<file path="config.mk">
export PLATFORM = sky130hd
export DESIGN_NAME = rca_seq_ctrl
export DESIGN_NICKNAME = d
export VERILOG_FILES = /design/src/rtl/rca_seq_ctrl.sv
export SDC_FILE = /design/constraint.sdc
export NUM_CORES = 1
export LEC_CHECK = 0
export CORE_UTILIZATION = 42
export CTS_BUF_LIST = sky130_fd_sc_hd__clkbuf_8
export DETAILED_ROUTE_END_ITERATION = 16
export PLACE_DENSITY = 0.69
export SYNTH_ARGS = -nofsm -noshare
export SYNTH_HDL_FRONTEND = slang
export SYNTH_SLANG_ARGS = --single-unit
</file>
<file path="constraint.sdc">
create_clock -name clk -period 9.9 [get_ports clk]
set_clock_uncertainty 0.05 [all_clocks]
set_input_delay 1.485 -clock clk [delete_from_list [all_inputs] [get_ports clk]]
set_output_delay 1.485 -clock clk [all_outputs]
set_load 0.02 [all_outputs]
</file>
<file path="src/rtl/rca_seq_ctrl.sv">
// Sequential W-bit adder: a single 4-bit ripple-carry slice is reused once per
// nibble, LSB first, behind a valid/ready request and a held valid/ready result.

module rca4_slice (
    input  logic [3:0] a,
    input  logic [3:0] b,
    input  logic       ci,
    output logic [3:0] s,
    output logic       co
);
    logic [4:0] c;

    assign c[0] = ci;

    for (genvar i = 0; i < 4; i++) begin : g_fa
        assign s[i]   = a[i] ^ b[i] ^ c[i];
        assign c[i+1] = (a[i] & b[i]) | (c[i] & (a[i] ^ b[i]));
    end

    assign co = c[4];
endmodule

module rca_seq_ctrl #(
    parameter int NIBBLES = 4
) (
    input  logic                 clk,
    input  logic                 rst,
    input  logic                 in_valid,
    output logic                 in_ready,
    input  logic [4*NIBBLES-1:0] a,
    input  logic [4*NIBBLES-1:0] b,
    input  logic                 cin,
    output logic                 out_valid,
    input  logic                 out_ready,
    output logic [4*NIBBLES-1:0] sum,
    output logic                 cout,
    output logic                 ovf,
    output logic                 busy
);
    localparam int W  = 4 * NIBBLES;
    localparam int CW = (NIBBLES > 1) ? $clog2(NIBBLES) : 1;

    typedef enum logic [1:0] {IDLE, ADD, DONE} state_t;

    state_t          state, state_nxt;
    logic [W-1:0]    a_q, b_q, sum_q;
    logic            carry_q, cout_q, ovf_q;
    logic [CW-1:0]   cnt;
    logic [CW+1:0]   base;
    logic            accept, last;
    logic [3:0]      sl_a, sl_b, sl_s;
    logic            sl_co;

    // Bit offset of the nibble currently being added.
    assign base = {cnt, 2'b00};
    assign last = (cnt == CW'(NIBBLES - 1));
    assign sl_a = a_q[base +: 4];
    assign sl_b = b_q[base +: 4];

    rca4_slice u_slice (
        .a  (sl_a),
        .b  (sl_b),
        .ci (carry_q),
        .s  (sl_s),
        .co (sl_co)
    );

    always_ff @(posedge clk or posedge rst) begin
        if (rst) state <= IDLE;
        else     state <= state_nxt;
    end

    always_comb begin
        state_nxt = state;
        in_ready  = 1'b0;
        out_valid = 1'b0;
        busy      = 1'b0;
        accept    = 1'b0;
        case (state)
            IDLE: begin
                in_ready = 1'b1;
                if (in_valid) begin
                    accept    = 1'b1;
                    state_nxt = ADD;
                end
            end
            ADD: begin
                busy = 1'b1;
                if (last) state_nxt = DONE;
            end
            DONE: begin
                out_valid = 1'b1;
                if (out_ready) state_nxt = IDLE;
            end
            default: state_nxt = IDLE;
        endcase
    end

    always_ff @(posedge clk or posedge rst) begin
        if (rst) begin
            a_q     <= '0;
            b_q     <= '0;
            sum_q   <= '0;
            carry_q <= 1'b0;
            cnt     <= '0;
            cout_q  <= 1'b0;
            ovf_q   <= 1'b0;
        end else if (accept) begin
            a_q     <= a;
            b_q     <= b;
            carry_q <= cin;
            cnt     <= '0;
            sum_q   <= '0;
            cout_q  <= 1'b0;
            ovf_q   <= 1'b0;
        end else if (busy) begin
            sum_q[base +: 4] <= sl_s;
            carry_q          <= sl_co;
            if (last) begin
                cnt    <= '0;
                cout_q <= sl_co;
                // Overflow: like-signed operands whose result sign differs.
                ovf_q  <= (a_q[W-1] == b_q[W-1]) && (sl_s[3] != a_q[W-1]);
            end else begin
                cnt <= cnt + CW'(1);
            end
        end
    end

    assign sum  = sum_q;
    assign cout = cout_q;
    assign ovf  = ovf_q;
endmodule

</file>
==> results.py, run 1 <==
metrics = {
    "timing": {
        "worst_pin_slew_ns": 1.10,
        "hold_viol_final": 0,
        "relSlewSlack_pct": 26.8,
        "slew_viol_final": 0,
        "rsz0062_at_grt": "no",
        "period_share_pct": 35.9,
        "worst_slack_ns": 6.34,
        "fmax_mhz": 281,
        "finalSetupTns_ns": 0,
        "setup_viol": 0,
        "period_minus_slack_ns": 3.56,
    },
    "synth": {
        "ys_warn_count": 0,
        "syn_area_sq_mm": 0.00258,
        "syn_nets": 227,
        "synth.avg_cell_area_sq_um": 14.2,
        "synth-seq-cells": 55,
        "postSynthCellCount": 182,
        "synth_edf_count": 0,
        "yosys_most_used_dff": "dfrtp_1",
        "ys_types": 34,
        "async_reset_ff_share_pct": 100,
        "ys_seq_area_share_pct": 53.2,
    },
    "drt": {
        "num_vias": 1642,
        "wl_per_cell_microns": 15.3,
        "initialDrtViolationCount": 63,
        "dr.pass1.iters": 4,
        "antenna_left": 0,
        "routed_wl_microns": 4810,
        "vias_per_cell": 5.21,
        "drcViolationCount": 0,
    },
    "clocking": {
        "cts_tree": "built",
        "cts-root-buf": "clkbuf_8",
        "post_cts_buffers": 0,
        "clkLatencyLatePin_ns": 0.31,
        "clock-sinks": 55,
        "clockBufferDepth": 2,
        "hold_buffers": 0,
        "clk_pin_slew_worst_paths_ns": 0.11,
        "ctsResizeCount": 0,
        "htree_levels": 2,
        "cts_buffers": 5,
    },
    "worst_setup_path": {
        "regToRegSetupSlack_ns": 6.34,
        "crit_required_ns": 10.05,
        "startpoint_type": "flip-flop",
        "worstSetupPathType": "flip-flop to flip-flop",
        "arrival_ns": 3.71,
        "crit_fanout": 17,
        "end_kind": "flip-flop",
    },
    "floorplanning": {
        "placementRows": 28,
        "coreArea_sq_mm": 0.00592,
        "io_pins": 58,
        "die_y_microns": 80.5,
        "floorplan.die_area_sq_mm": 0.00647,
        "fp.dieW_microns": 80.5,
        "start_util_pct": 43.7,
    },
    "layout": {
        "fill_cells": 521,
        "fin_cells": 315,
        "area_growth_pct": 27.3,
        "drive_gt1_share_pct": 22.5,
        "diodes": 0,
        "final_nets": 284,
    },
    "global_route": {
        "grt_remaining_overflow": 0,
        "grt_pass1_wl_microns": 8120,
        "track_usage_pct": 16.9,
        "grt_max_degree": 56,
        "antenna_found_initial": 0,
        "grt_pass1_vias": 1629,
    },
    "min_path": {
        "hold_class": "flip-flop to flip-flop",
    },
    "placed_design": {
        "place_ws_ns": 6.29,
        "portBuffers": 57,
        "dp_hpwl_microns": 3480,
        "dpl.cell_count": 307,
        "gp_congestion": 0.770,
    },
    "power": {
        "leakage_uw": 0.00141,
        "ir_drop_v": 0.000181,
        "powerDensity_mw_per_mm2": 345,
    },
    "run": {
        "drv_cap": 0,
    },
    "status": {
        "outcome": "finished, final reports clean",
    },
}
through the flow:
stage	util, %	total power [uW]	hold WS (ns)	area, sq um
6_report	55.6	1130	0.455	3290
4_1_cts	55.6	1150	0.457	3290
5_1_grt	55.6	1230	0.478	3290
3_5_place_dp	54.1	1020	0.429	3210
3_3_place_gp	54.1	1020	0.427	3210
2_1_floorplan	-	833	0.425	2580
worst max-delay path, cell delays in order, from the launching register on:
cell	delay, ns
dfrtp_1	0.84
mux4_2	0.59
inv_1	0.09
fa_1	0.16
inv_1	0.05
fa_1	0.35
inv_1	0.08
fa_1	0.16
inv_1	0.05
fa_1	0.63
and3b_1	0.21
a21oi_1	0.11
o2bb2ai_1	0.07
cells in the mapped netlist (all sizes together), types with 2 or more instances:
| master | count | area, sq um |
|---|---|---|
| mux2 | 33 | 372 |
| or3 | 3 | 18.8 |
| nor3 | 2 | 10.0 |
| buf | 7 | 53.8 |
| o21ai | 2 | 10.0 |
| a21o | 4 | 30.0 |
| nor2 | 3 | 11.3 |
| nand2b | 4 | 32.5 |
| fa | 4 | 80.1 |
| inv | 13 | 48.8 |
| mux4 | 8 | 180 |
| o2bb2ai | 9 | 78.8 |
| nand2 | 8 | 37.5 |
| a21oi | 2 | 10.0 |
| a22o | 8 | 70.1 |
| ha | 4 | 50.1 |
| dfrtp | 55 | 1380 |
| nor2b | 2 | 12.5 |
cells in the final DEF (no fill, tap or decap), types with 2 or more instances in the layout:
cell	count
ha_1	4
nor3_1	2
or3_1	3
nor2_1	3
clkbuf_8	5
clkdlybuf4s50_1	57
o2bb2ai_1	9
nand2_1	7
a22o_1	8
inv_1	13
nand2b_1	3
fa_1	4
a21oi_1	2
o21ai_0	2
nor2b_1	2
dfrtp_1	55
mux4_2	8
mux2_2	32
a21o_1	4
cells by family (layout without fill, tap and decap cells):
family / count (synthesis) / count (layout) / share of synthesized area [%]
simple gates: 29 / 29 / 7.60
buf+inv: 21 / 79 / 4.11
flops: 55 / 55 / 53.2
fa+ha+maj: 8 / 8 / 5.03
mux: 42 / 42 / 21.7
compound gates: 27 / 27 / 8.28
registers in the layout, summed over array words and instances, names as in the netlist:
| name | count |
|---|---|
| a_q | 16 |
| b_q | 16 |
| sum | 16 |
| cnt | 2 |
| state | 2 |
| carry_q | 1 |
| cout | 1 |
| ovf | 1 |
where the power goes:
group          internal (uW)  switching, uW
combinational            312            288
sequential               325           86.5
clock                   48.7           74.8
total                    685            449
per-layer routing:
metal  vias up  track usage (%)  part of all wire (%)  routed length (microns)
met5         -                0                     0                        0
met4         0             5.36                   1.2                       57
met3         6             3.07                   3.4                      162
met2        45             25.5                    48                     2330
met1       823             24.5                    47                     2260
li1        768                -                     -                        -
cell type report:
cell class	instances	area [sq um]	area share [%]
timing repair buffer	58	578	17.6
sequential	55	1380	41.8
multi-input combinational	106	1110	33.7
clock inverter	3	16.3	0.494
clock buffer	5	68.8	2.09
inverter	13	48.8	1.48
tap	75	93.8	2.85
path summary, 6_finish.rpt:
kind                       startpoint      to  cells after the start
max in group asynchronous         rst    cout                      2
hold / removal                 sum[0]  sum[0]                      1
min in group asynchronous         rst  sum[6]                      2
setup / recovery               cnt[0]     ovf                     12
hold reg to reg                sum[0]  sum[0]                      1
setup reg to reg               cnt[0]     ovf                     12
Power figures use the tool's default switching activity.
==> inputs of run 2 (changes only) <==
- PLACE_DENSITY: 0.69 -> 0.71
- clock period: 9.9 -> 2.9 ns (I/O delays scaled with it)
==> run 2 against run 1 <==
Compared with the run above: final area up 2.9%; count of clock-buffer cells in the layout is 2 higher; cell count is 1.9% higher; core utilization grew 1.6 points.
==> results.py, run 2 (synthesis results as in run 1) <==
metrics = {
    "worst_setup_path": {
        "slowest_delay_ns": 0.53,
        "worstPathCellList": "mux4_2, inv_2, fa_2, inv_2, fa_2, inv_2, fa_2, inv_2, fa_1, and3b_1, a21oi_2, o2bb2ai_1",
        "slowest_stage": "mux4_2",
        "cpMostUsedCell": "inv_2",
        "cp_top_family": "adder cells",
        "startpoint_type": "flip-flop",
        "end_kind": "flip-flop",
        "crit_fanout": 4,
        "worstSetupPathType": "flip-flop to flip-flop",
        "crit_required_ns": 3.05,
        "cp_num_buf_inv": 4,
        "reg2reg_depth": 12,
        "arrival_ns": 3.02,
        "cp_num_cells": 12,
    },
    "floorplanning": {
        "placementRows": 28,
        "start_util_pct": 43.7,
        "io_pins": 58,
        "die_y_microns": 80.5,
        "fp.dieW_microns": 80.5,
        "floorplan.die_area_sq_mm": 0.00647,
        "coreArea_sq_mm": 0.00592,
    },
    "clocking": {
        "hold_buffers": 0,
        "cts-root-buf": "clkbuf_8",
        "post_cts_buffers": 0,
        "clock-sinks": 55,
        "clk_pin_slew_worst_paths_ns": 0.11,
        "cts_buffers": 5,
        "cts_tree": "built",
        "clkLatencyLatePin_ns": 0.32,
        "clockBufferDepth": 2,
        "htree_levels": 2,
    },
    "layout": {
        "drive_gt1_share_pct": 28.9,
        "final_cell_mix": "clkdlybuf4s50_1 (57), dfrtp_1 (54), mux2_2 (32)",
        "final_cell_area_sq_mm": 0.00339,
        "mostFrequentLayoutCell": "clkdlybuf4s50_1",
        "area_growth_pct": 31.0,
        "final_util_pct": 57.2,
        "fin_cells": 321,
        "fill_cells": 489,
        "diodes": 0,
        "final_nets": 290,
    },
    "power": {
        "clock_power_share_pct": 11.1,
        "ir_drop_v": 0.000735,
        "p_seq_share_pct": 32.4,
        "leakage_uw": 0.00144,
        "powerDensity_mw_per_mm2": 1240,
        "finalPower_uw": 4190,
        "switching_power_uw": 1620,
        "p_comb_share_pct": 56.5,
        "switching_share_pct": 38.7,
        "internal-power_uw": 2570,
    },
    "global_route": {
        "met2_usage_pct": 28.2,
        "antenna_found_initial": 0,
        "track_usage_pct": 17.5,
        "grt_pass1_wl_microns": 8450,
        "grt_remaining_overflow": 0,
        "grt_max_degree": 56,
        "gr-max-usage-layer": "met2",
        "grt_pass1_vias": 1749,
        "grt_use_met3_pct": 3.64,
        "grt_use_met1_pct": 23.2,
    },
    "min_path": {
        "hold_class": "primary input to async pin",
    },
    "timing": {
        "hold_viol_final": 0,
        "rsz0062_at_grt": "yes",
        "slew_viol_final": 0,
        "worst_pin_slew_ns": 0.574,
        "period_minus_slack_ns": 2.87,
        "period_share_pct": 98.9,
        "fmax_mhz": 349,
        "worst_slack_ns": 0.0317,
        "setup_viol": 0,
        "relSlewSlack_pct": 61.7,
    },
    "placed_design": {
        "dp_hpwl_microns": 3630,
        "place_ws_ns": 0.00563,
        "portBuffers": 57,
        "gp_congestion": 0.794,
        "dpl.cell_count": 313,
        "dpl_cell_area_sq_mm": 0.00326,
    },
    "status": {
        "outcome": "finished, final reports clean",
    },
    "drt": {
        "drcViolationCount": 0,
        "vias_per_cell": 5.28,
        "wl_per_cell_microns": 15.6,
        "antenna_left": 0,
        "initialDrtViolationCount": 75,
        "dr.pass1.iters": 4,
        "routed_wl_microns": 4990,
        "num_vias": 1694,
    },
    "run": {
        "drv_cap": 0,
    },
}
run 2: cell count changes in the layout (fill, tap and decap cells not counted), sizes merged:
cell and delta:
clkbuf +2, clkinv -1, buf +6, inv -1
run 2: final timing paths:
| kind | startpoint | endpoint | slack, ns |
|---|---|---|---|
| max in group asynchronous | rst | cnt[0] | 2.10 |
| worst max-delay path | cnt[0] | ovf | 0.03 |
| min in group clk | sum[0] | sum[0] | 0.45 |
| worst min-delay path | rst | sum[4] | 0.44 |
| worst min register to register | sum[0] | sum[0] | 0.45 |
| worst max register to register | cnt[0] | ovf | 0.03 |
run 2: layout make-up:
cell class | count | area (sq um) | area share [%]
sequential | 55 | 1380 | 40.7
multi-input combinational | 106 | 1120 | 33.2
timing repair buffer | 64 | 639 | 18.9
clock buffer | 7 | 96.3 | 2.84
tap | 75 | 93.8 | 2.77
inverter | 13 | 48.8 | 1.44
clock inverter | 1 | 7.51 | 0.222
run 2: power by group through the flow:
stage / clock network, uW / logic (uW) / registers (uW)
floorplan: 0 / 1480 / 1370
global placement: 0 / 2190 / 1370
detailed placement: 0 / 2230 / 1380
CTS: 478 / 2240 / 1360
global route: 512 / 2610 / 1400
finish: 467 / 2370 / 1360
run 2: worst min-delay path, stage by stage:
cell and delay (ns):
clkdlybuf4s50_1 0.42, inv_2 0.08, buf_12 0.28
run 2: repair_timing:
| item | CTS | global route |
|---|---|---|
| endpoints found under the setup margin | 2 | 6 |
| cloned | 0 | 0 |
| resized for setup | 0 | 10 |
| endpoints found under the hold margin | 0 | 0 |
| pin swaps | 0 | 2 |
run 2: through the flow:
step                hold WS [ns]  TNS [ns]
finish                     0.438         0
global route               0.462    -0.395
CTS                        0.456  -0.00299
detailed placement         0.429         0
global placement           0.424         0
floorplan                  0.425    -0.132
run 2: metal layers:
| metal | vias up | routed length, microns |
|---|---|---|
| met5 | - | 0 |
| met4 | 0 | 9 |
| li1 | 788 | - |
| met3 | 2 | 278 |
| met1 | 851 | 2270 |
| met2 | 53 | 2440 |
==> inputs of run 3 (changes only) <==
- CORE_UTILIZATION: 42 -> 35
- DONT_BUFFER_PORTS: default -> 1
- PLACE_DENSITY: 0.71 -> default
==> run 3 against run 2 <==
Compared with the run above: the flow now finishes with violations (hold timing); flip-flop and latch count stayed put; via count is 13% lower; count of clock-buffer cells in the layout is 2 lower; cell count is 11% lower; fmax is 0.77% lower; sequential share of layout area is 8.1 points higher; sequential power is 8% higher; global-route usage is 2.5 points lower; power is 3.9% lower; critical endpoint unchanged; largest cell class unchanged; highest routed layer unchanged.
==> results.py, run 3 (synthesis results as in run 1) <==
metrics = {
    "global_route": {
        "grt_max_degree": 39,
        "grt_pass1_wl_microns": 8450,
        "antenna_found_initial": 0,
        "grt_remaining_overflow": 0,
        "track_usage_pct": 15.0,
        "grt_pass1_vias": 1538,
    },
    "clocking": {
        "clockBufferDepth": 2,
        "clkLatencyLatePin_ns": 0.31,
        "cts-root-buf": "clkbuf_8",
        "htree_levels": 2,
        "post_cts_buffers": 0,
        "clk_pin_slew_worst_paths_ns": 0.10,
        "clock-sinks": 55,
        "cts_buffers": 5,
        "hold_buffers": 0,
        "cts_tree": "built",
    },
    "drt": {
        "antenna_left": 0,
        "dr.pass1.iters": 4,
        "num_vias": 1477,
        "initialDrtViolationCount": 61,
        "vias_per_cell": 5.18,
        "routed_wl_microns": 5290,
        "drcViolationCount": 0,
        "wl_per_cell_microns": 18.6,
    },
    "status": {
        "outcome": "complete, but fails checks",
        "violations": "hold timing",
    },
    "power": {
        "p_seq_share_pct": 36.6,
        "internal-power_uw": 2410,
        "powerDensity_mw_per_mm2": 1430,
        "switching_power_uw": 1610,
        "p_comb_share_pct": 51.0,
        "ir_drop_v": 0.000573,
        "switching_share_pct": 40.1,
        "leakage_uw": 0.00123,
        "clock_power_share_pct": 12.3,
    },
    "worst_setup_path": {
        "end_kind": "flip-flop",
        "crit_fanout": 4,
        "worstSetupPathType": "flip-flop to flip-flop",
        "arrival_ns": 3.03,
        "startpoint_type": "flip-flop",
        "crit_required_ns": 3.04,
    },
    "floorplanning": {
        "start_util_pct": 37.0,
        "floorplan.die_area_sq_mm": 0.00773,
        "io_pins": 58,
        "coreArea_sq_mm": 0.00698,
        "placementRows": 30,
        "die_y_microns": 87.9,
        "fp.dieW_microns": 87.9,
    },
    "layout": {
        "area_growth_pct": 9.29,
        "mostFrequentLayoutCell": "dfrtp_1",
        "diodes": 0,
        "final_nets": 233,
        "drive_gt1_share_pct": 35.4,
        "final_cell_mix": "dfrtp_1 (54), mux2_2 (32), inv_1 (11)",
        "final_util_pct": 40.5,
    },
    "timing": {
        "hold_ws_ns": -0.0127,
        "hold_viol_final": 13,
        "setup_viol": 0,
        "period_share_pct": 99.7,
        "rsz0062_at_grt": "yes",
        "period_minus_slack_ns": 2.89,
        "relSlewSlack_pct": 60.7,
        "worst_pin_slew_ns": 0.590,
        "slew_viol_final": 0,
        "fmax_mhz": 346,
        "worst_slack_ns": 0.00949,
    },
    "min_path": {
        "hold_class": "primary input to async pin",
    },
    "placed_design": {
        "dp_hpwl_microns": 3940,
        "portBuffers": 0,
        "gp_congestion": 0.791,
        "place_ws_ns": -0.0149,
    },
    "run": {
        "drv_cap": 0,
    },
}
-- run 3: cell types whose count changed in the layout (fill, tap and decap cells not counted), sizes merged --
| cell | previous run | this run |
|---|---|---|
| clkinvlp | 1 | 0 |
| bufinv | 0 | 1 |
| clkbuf | 7 | 5 |
| clkdlybuf4s50 | 57 | 0 |
| inv | 13 | 15 |
-- run 3: worst paths after layout --
path | startpoint | to | slack, ns | depth (start not counted)
setup / recovery | cnt[0] | ovf | 0.009 | 12
hold / removal | rst | sum[11] | -0.01 | 1
setup reg to reg | cnt[0] | ovf | 0.009 | 12
hold reg to reg | b_q[9] | b_q[9] | 0.46 | 1
max in group asynchronous | rst | a_q[3] | 2.01 | 2
min in group clk | out_ready | state[1] | 0.18 | 1
-- run 3: through the flow --
| stage | total power [uW] | hold slack, ns | std cells | setup TNS, ns | cell area [sq um] |
|---|---|---|---|---|---|
| after floorplan | 2850 | 0.425 | 182 | -0.132 | 2590 |
| after global placement | 3440 | 0.344 | 277 | 0 | 2710 |
| after detailed placement | 3500 | 0.352 | 277 | -0.0149 | 2710 |
| after CTS | 4000 | 0.0102 | 285 | -0.0476 | 2810 |
| after global routing | 4350 | 0.0105 | 285 | -0.381 | 2830 |
| final | 4030 | -0.0127 | 285 | 0 | 2830 |
-- run 3: area by class of cell --
| type | count | area (sq um) |
|---|---|---|
| Sequential cell | 55 | 1380 |
| Clock inverter | 3 | 37.5 |
| Multi-Input combinational cell | 106 | 1120 |
| Timing Repair Buffer | 7 | 52.6 |
| Fill cell | 689 | 4160 |
| Tap cell | 96 | 120 |
| Clock buffer | 5 | 68.8 |
| Inverter | 13 | 48.8 |
-- run 3: repair_timing --
action	CTS	global route
endpoints found under the setup margin	3	6
pin swaps	0	1
gates resized for setup	1	6
-- run 3: layer usage --
metal | share of wire [%] | track usage (%) | up-vias | wire length, microns
li1 | - | - | 676 | -
met1 | 43 | 18.9 | 748 | 2290
met2 | 48 | 23.9 | 45 | 2520
met3 | 7.7 | 5.66 | 8 | 406
met4 | 1.3 | 4.92 | 0 | 70
met5 | 0 | 0 | - | 0
-- run 3: power groups by stage --
stage / Sequential [uW] / Clock [uW] / Combinational, uW
CTS: 1480 / 513 / 2010
floorplan: 1370 / 0 / 1480
detailed placement: 1500 / 0 / 2000
finish: 1470 / 497 / 2060
global placement: 1490 / 0 / 1960
global route: 1530 / 547 / 2270
-- run 3: critical path: stages (launching register included) --
cell and delay [ns]:
dfrtp_2 0.41, mux4_2 0.51, inv_2 0.07, fa_1 0.16
inv_1 0.05, fa_2 0.33, inv_2 0.06, fa_2 0.20
inv_2 0.04, fa_2 0.54, and3b_1 0.19, a21oi_2 0.10
o2bb2ai_1 0.07
